$ cat src/rtl/key_window_sched_pkg.sv
// Shared types and sizing helpers for the key window scheduler.
package key_sched_pkg;

  typedef enum logic [1:0] {EMPTY, PARTIAL, READY, RUN} sched_state_e;

  localparam int DEF_KEY_W    = 7;
  localparam int DEF_NUM_KEYS = 2;
  localparam int DEF_WINDOW   = 4;

  function automatic int ph_width(input int num_keys, input int window);
    return (num_keys * window <= 2) ? 1 : $clog2(num_keys * window);
  endfunction

  function automatic int idx_width(input int num_keys);
    return (num_keys <= 2) ? 1 : $clog2(num_keys);
  endfunction

endpackage

$ cat src/rtl/key_window_sched_phase_ctr.sv
// Modulo-(NUM_KEYS*WINDOW) phase counter, falling-edge, mirroring the locked core's window counter.
module key_phase_ctr
  import key_sched_pkg::*;
#(
  parameter int NUM_KEYS = DEF_NUM_KEYS,
  parameter int WINDOW   = DEF_WINDOW,
  localparam int PH_W    = ph_width(NUM_KEYS, WINDOW),
  localparam int IDX_W   = idx_width(NUM_KEYS)
) (
  input  logic             clk,
  input  logic             rst_n,
  input  logic             clr,
  input  logic             en,
  output logic [PH_W-1:0]  phase,
  output logic [IDX_W-1:0] idx
);

  localparam logic [PH_W-1:0] LAST = PH_W'(NUM_KEYS * WINDOW - 1);

  always_ff @(negedge clk or negedge rst_n) begin
    if (!rst_n) begin
      phase <= '0;
    end else if (clr) begin
      phase <= '0;
    end else if (en) begin
      phase <= (phase == LAST) ? '0 : phase + PH_W'(1);
    end
  end

  assign idx = IDX_W'(phase / PH_W'(WINDOW));

endmodule

$ cat src/rtl/key_window_sched.sv
// Stores NUM_KEYS key words and, once armed, presents one per WINDOW-cycle slot to the locked core.
module key_window_sched
  import key_sched_pkg::*;
#(
  parameter int KEY_W    = DEF_KEY_W,
  parameter int NUM_KEYS = DEF_NUM_KEYS,
  parameter int WINDOW   = DEF_WINDOW,
  localparam int PH_W    = ph_width(NUM_KEYS, WINDOW),
  localparam int IDX_W   = idx_width(NUM_KEYS)
) (
  input  logic             clk,
  input  logic             rst_n,
  input  logic             load_valid,
  output logic             load_ready,
  input  logic [IDX_W-1:0] load_idx,
  input  logic [KEY_W-1:0] load_key,
  input  logic             arm,
  input  logic             disarm,
  input  logic             resync,
  output logic [KEY_W-1:0] key_out,
  output logic [IDX_W-1:0] key_idx,
  output logic [PH_W-1:0]  phase,
  output logic             armed
);

  sched_state_e        state, state_nxt;
  logic [KEY_W-1:0]    slots [NUM_KEYS];
  logic [NUM_KEYS-1:0] loaded, loaded_nxt;
  logic                load_acc;
  logic                ctr_clr, ctr_en;
  logic [IDX_W-1:0]    ctr_idx;

  assign load_ready = (state != RUN);
  assign load_acc   = load_valid && load_ready && (32'(load_idx) < NUM_KEYS);

  always_comb begin
    loaded_nxt = loaded;
    for (int k = 0; k < NUM_KEYS; k++) begin
      if (load_acc && (load_idx == IDX_W'(k))) loaded_nxt[k] = 1'b1;
    end
  end

  always_ff @(negedge clk or negedge rst_n) begin
    if (!rst_n) begin
      loaded <= '0;
      for (int k = 0; k < NUM_KEYS; k++) slots[k] <= '0;
    end else begin
      loaded <= loaded_nxt;
      for (int k = 0; k < NUM_KEYS; k++) begin
        if (load_acc && (load_idx == IDX_W'(k))) slots[k] <= load_key;
      end
    end
  end

  // disarm outranks arm; resync only touches the phase counter
  always_comb begin
    state_nxt = state;
    case (state)
      EMPTY, PARTIAL: if (load_acc) state_nxt = (&loaded_nxt) ? READY : PARTIAL;
      READY:          if (arm && !disarm) state_nxt = RUN;
      RUN:            if (disarm) state_nxt = READY;
      default:        state_nxt = EMPTY;
    endcase
  end

  always_ff @(negedge clk or negedge rst_n) begin
    if (!rst_n) state <= EMPTY;
    else        state <= state_nxt;
  end

  assign ctr_clr = resync || ((state != RUN) && (state_nxt == RUN));
  assign ctr_en  = (state == RUN) && (state_nxt == RUN);

  key_phase_ctr #(
    .NUM_KEYS (NUM_KEYS),
    .WINDOW   (WINDOW)
  ) u_phase_ctr (
    .clk   (clk),
    .rst_n (rst_n),
    .clr   (ctr_clr),
    .en    (ctr_en),
    .phase (phase),
    .idx   (ctr_idx)
  );

  // Slots are frozen while in RUN, so these follow the registered state/phase edge-for-edge.
  assign armed   = (state == RUN);
  assign key_idx = armed ? ctr_idx : '0;
  assign key_out = armed ? slots[ctr_idx] : '0;

endmodule

$ cat config.mk
export PLATFORM = sky130hd
export DESIGN_NAME = key_window_sched
export DESIGN_NICKNAME = d
export VERILOG_FILES = /design/src/rtl/key_window_sched_pkg.sv /design/src/rtl/key_window_sched_phase_ctr.sv /design/src/rtl/key_window_sched.sv
export SDC_FILE = /design/constraint.sdc
export NUM_CORES = 1
export LEC_CHECK = 0
export ABC_AREA = 0
export BUFFER_PORTS_ARGS = -buffer_cell sky130_fd_sc_hd__buf_4
export CORE_UTILIZATION = 50
export DETAILED_ROUTE_END_ITERATION = 8
export PLACE_DENSITY = 0.74
export SYNTH_ARGS = -nofsm -noshare
export SYNTH_HDL_FRONTEND = slang
export SYNTH_SLANG_ARGS = --single-unit
$ cat constraint.sdc
create_clock -name clk -period 1.96 [get_ports clk]
set_input_delay 0.49 -clock clk [delete_from_list [all_inputs] [get_ports clk]]
set_output_delay 0.49 -clock clk [all_outputs]
set_load 0.02 [all_outputs]
==> key figures, run 1 <==
Synth
  • Share of Yosys cell area claimed by the top area cell type: 0.534
  • Mux contribution to synthesized area: 0.243
  • Adder-cell share of the synthesized area: 0.0254
  • Post-synthesis sequential area ratio: 0.534
  • Main combinational cell family by area after synthesis: multiplexers
  • Mapped Area: 983 µm²
  • Seq cells post-synth: 21
  • Post-Synthesis Cells: 79
  • Post-synthesis compound-gate area fraction: 0.0458
  • Largest area contributor in the netlist: dfrtn_1
  • Cell variety after synth: 21
  • Ranking of synthesized cells by area: dfrtn_1, mux2_2, mux2i_1
  • Synth Warn #: 0
  • Syn_area_per_cell: 12.4 µm²
  • Area share of and/or/nand/nor cells after synthesis: 0.122
  • Xor and xnor area share after synthesis: 0
  • Synthesized Nets: 95

CTS
  • Max clock buf depth: 2
  • PostCTS Resize Cnt: 27
  • # clock sinks: 21
  • H-tree levels: 1
  • Cts bufs inserted: 3
  • Root buffer cell: clkbuf_4
  • Post-CTS setup buffer count: 4
  • Hold bufs inserted after CTS: 0

Die
  • Initial core utilization: 0.552
  • Rows: 15
  • Top Ports: 27
  • Die X: 46.4 µm
  • Die Y: 46.4 µm

Placed design
  • Global placement routability congestion: 0.799
  • DP HPWL: 1870 µm
  • Post-Place Cell Area: 1520 µm²
  • Port buffer count: 26

Run status
  • Status: aborted with a tool error
  • Exit stage: clock tree synthesis
  • Stop Error: [ERROR DPL-0033] detailed placement checks failed during check placement.
per-stage QoR:
step                instances  setup slack, ps   util  setup TNS (ps)
floorplan                  79             -431      -           -7670
global placement          147             -647  0.854          -14810
detailed placement        147             -699  0.854          -15590
logic make-up after synthesis:
| kind of cell | count (synthesis) |
|---|---|
| AND/OR/NAND/NOR | 21 |
| multiplexers | 22 |
| buffers and inverters | 5 |
| flip-flops | 21 |
| adder cells (fa/ha/maj) | 2 |
| AO/OA/AOI/OAI | 8 |
Yosys cell counts:
cell type	n
dfrtn_1	21
mux2_2	15
nor2_1	10
mux2i_1	7
a21oi_1	3
o21ai_0	3
buf_2	2
buf_4	2
ha_1	2
nand2b_1	2
nand4b_1	2
a21o_2	1
and3_2	1
and3b_1	1
inv_1	1
nand2_1	1
nand3_2	1
o22ai_1	1
or2_2	1
or2b_2	1
or4_1	1
==> inputs of run 2 (changes only) <==
Settings changed: CORE_AREA from default to 2 2 63 65, CORE_UTILIZATION 50 to default, DIE_AREA from default to 0 0 65 67, PLACE_DENSITY 0.74 to default, PLACE_DENSITY_LB_ADDON from default to 0.15.
==> run 2 against run 1 <==
- the flow now finishes, with violations (negative setup slack)
- synthesized cell count unchanged
- synthesized area unchanged
==> key figures, run 2 <==
Drt
  • Detail Route Antenna Nets: 0
  • DRT Pass-1 Iters: 4
  • Via Count: 813
  • Via density: 4.54
  • WL final: 2590 µm
  • Wirelength per Cell: 14.4 µm
  • DR iter-0 viols: 16
  • DRC Markers: 0

Pwr
  • Peak VDD IR: 0.000269 V
  • Clk pwr share: 0.222
  • Comb power frac: 0.334
  • Flop pwr share: 0.444
  • Psw: 0.373 mW
  • Cell-internal power: 0.929 mW
  • Switch share: 0.286
  • Pwr dens: 705 nW/µm²
  • Leak: 0.810 nW

Finish
  • Max reg flops: 14
  • Commonest non-fill, non-tap cell in the layout: buf_4
  • Design Area, Final: 1850 µm²
  • Seq. cell area: 526 µm²
  • Most frequent cells in the layout: buf_4, dfrtn_1, buf_6, mux2_4
  • Most flops, register: slots
  • Filler Cell Count: 314
  • Area growth, synth to finish: 87.8%
  • Multi-input combinational cell area: 682 µm²
  • # diodes: 0
  • Biggest regs: slots: 14 flops, u_phase_ctr.phase: 3 flops
  • Final nets: 148
  • Share of cells above drive strength 1: 0.763

Job
  • Max capacitance violation total: 0

Run status
  • Failing checks: negative setup slack
  • Status: complete, but fails checks (was aborted with a tool error)

Synth
  • Main combinational cell family by area after synthesis: multiplexers (unchanged)
  • Mapped Area: 983 µm² (unchanged)
  • Share of Yosys cell area claimed by the top area cell type: 0.534 (unchanged)
  • Synthesized Nets: 95 (unchanged)
  • Synth Warn #: 0 (unchanged)
  • Syn_area_per_cell: 12.4 µm² (unchanged)
  • Ranking of synthesized cells by area: dfrtn_1, mux2_2, mux2i_1 (unchanged)
  • Most common cell in the netlist: dfrtn_1 (unchanged)
  • Post-synthesis sequential area ratio: 0.534 (unchanged)
  • Cell variety after synth: 21 (unchanged)
  • Post-synth top flop: dfrtn_1 (unchanged)
  • Post-Synthesis Cells: 79 (unchanged)
  • Largest area contributor in the netlist: dfrtn_1 (unchanged)
  • Area share of and/or/nand/nor cells after synthesis: 0.122 (unchanged)
  • Adder-cell share of the synthesized area: 0.0254 (unchanged)
  • Mux contribution to synthesized area: 0.243 (unchanged)
  • Post-synthesis compound-gate area fraction: 0.0458 (unchanged)
  • Post-synth EDFFs: 0 (unchanged)
  • Top post-synthesis cells by count: dfrtn_1, mux2_2, nor2_1 (unchanged)
  • Ys async rst share: 1.00 (unchanged)
  • Xor and xnor area share after synthesis: 0 (unchanged)
  • Seq cells post-synth: 21 (unchanged)

CTS
  • Max clock buf depth: 2 (unchanged)
  • H-tree levels: 1 (unchanged)
  • Cts bufs inserted: 3 (unchanged)
  • CTS clk-pin slew, worst paths: 60 ps
  • # clock sinks: 21 (unchanged)
  • CTS tree: yes
  • Hold bufs inserted after CTS: 0 (unchanged)
  • Root buffer cell: clkbuf_8 (was clkbuf_4)
  • Skew-Pair Late Insertion Delay: 270 ps

Die
  • Initial core utilization: 0.273 (was 0.552)
  • Die area: 4360 µm²
  • Die Y: 67 µm (was 46.4 µm)
  • Die X: 65 µm (was 46.4 µm)
  • Rows: 22 (was 15)
  • Top Ports: 27 (unchanged)
  • Core Area: 3610 µm²

Placed design
  • Port buffer count: 26 (unchanged)
  • Post-Place Cell Area: 1540 µm² (was 1520 µm²)
  • DP HPWL: 1670 µm (was 1870 µm)
  • Global placement routability congestion: 0.727 (was 0.799)

STA
  • Setup Skew: 4.32 ps
  • RSZ-0062 raised after global routing: true
  • Final setup margin: -849 ps
  • Endpoints failing hold: 0
  • Hold_ws: 429 ps
  • Slew Viols, Final: 0
  • Worst Tran Pin Value: 276 ps
  • Rel. slew slack: 0.816
  • Final setup viols: 28

GRT
  • Antenna violations before repair: 0
  • GRT met3 Usage: 0.0220
  • GRT met2 Usage: 0.231
  • Total GRT Usage: 0.130
  • Number of global-route vias before repair: 902
  • Largest net degree at the start of global routing: 22
  • Met1 Use GR: 0.161
  • Most Crowded Layer GR: met2
  • Global-route wire length before repair: 4260 µm
  • GRT overflow: 0

Critical path
  • Req. time, crit path: 1470 ps
  • Worst r2r path cells: 7
  • Startpoint types: flop
  • Setup crit end kind: output port
  • Critical path class: reg -> out
  • Crit path DAT: 2320 ps
  • Worst-path fanout max: 9

Hold path
  • Worst Hold Depth: 1
  • HP Class: reg -> reg
[run 2: cells by family after synthesis]
family,count (synthesis)
adder cells (fa/ha/maj),2
AND/OR/NAND/NOR,21
AO/OA/AOI/OAI,8
multiplexers,22
flip-flops,21
buffers and inverters,5
[run 2: power groups by stage]
stage / sequential, mW / combinational [mW] / clock, mW
global route: 0.588 / 0.461 / 0.322
global placement: 0.562 / 0.363 / 0
floorplan: 0.555 / 0.225 / 0
CTS: 0.566 / 0.412 / 0.302
finish: 0.578 / 0.435 / 0.290
detailed placement: 0.563 / 0.371 / 0
[run 2: repair_timing]
item / 4_1_cts / 5_1_grt
setup buffers: 6 / 0
cloned: 1 / 0
pin swaps: 3 / 2
gates resized for setup: 25 / 18
endpoints found under the setup margin: 32 / 32
[run 2: metrics by stage]
step           power (mW)  instances  TNS (ps)  worst slack [ps]  utilization
2_1_floorplan       0.780         79     -7670              -431            -
3_3_place_gp        0.925        168    -15260              -678        0.426
3_5_place_dp        0.934        168    -15660              -706        0.426
4_1_cts              1.28        179    -11470              -861        0.488
5_1_grt              1.37        179    -12170              -897        0.512
6_report             1.30        179    -11500              -849        0.512
[run 2: path summary, 6_finish.rpt]
check | to | slack [ps] | from
hold / removal | loaded[1]$_DFF_NN0_ | 430 | loaded[1]$_DFF_NN0_
hold reg to reg | loaded[1]$_DFF_NN0_ | 430 | loaded[1]$_DFF_NN0_
min in group asynchronous | slots[1]$_DFFE_NN0P_ | 950 | rst_n
max in group asynchronous | slots[2]$_DFFE_NN0P_ | 750 | rst_n
setup / recovery | key_out[6] | -850 | u_phase_ctr.phase[2]$_DFFE_NN0P_
setup reg to reg | u_phase_ctr.phase[1]$_DFFE_NN0P_ | 70 | u_phase_ctr.phase[2]$_DFFE_NN0P_
[run 2: per-layer routing]
layer | share of wire | wire, µm
met1 | 0.44 | 1140
met2 | 0.52 | 1340
met3 | 0.036 | 94
met4 | 0.0027 | 7
met5 | 0 | 0
[run 2: critical path: stages (launching register included)]
cell	delay (ps)
dfrtn_1	430
buf_12	180
mux2i_4	270
nor2_4	50
buf_6	120
[run 2: cell type report]
type                       instances  area share
multi-input combinational         53       0.369
sequential                        21       0.285
timing repair buffer              52       0.278
tap                               48      0.0325
clock buffer                       3      0.0224
inverter                           1     0.00881
clock inverter                     1     0.00407
(Power assumes the default switching activity.)
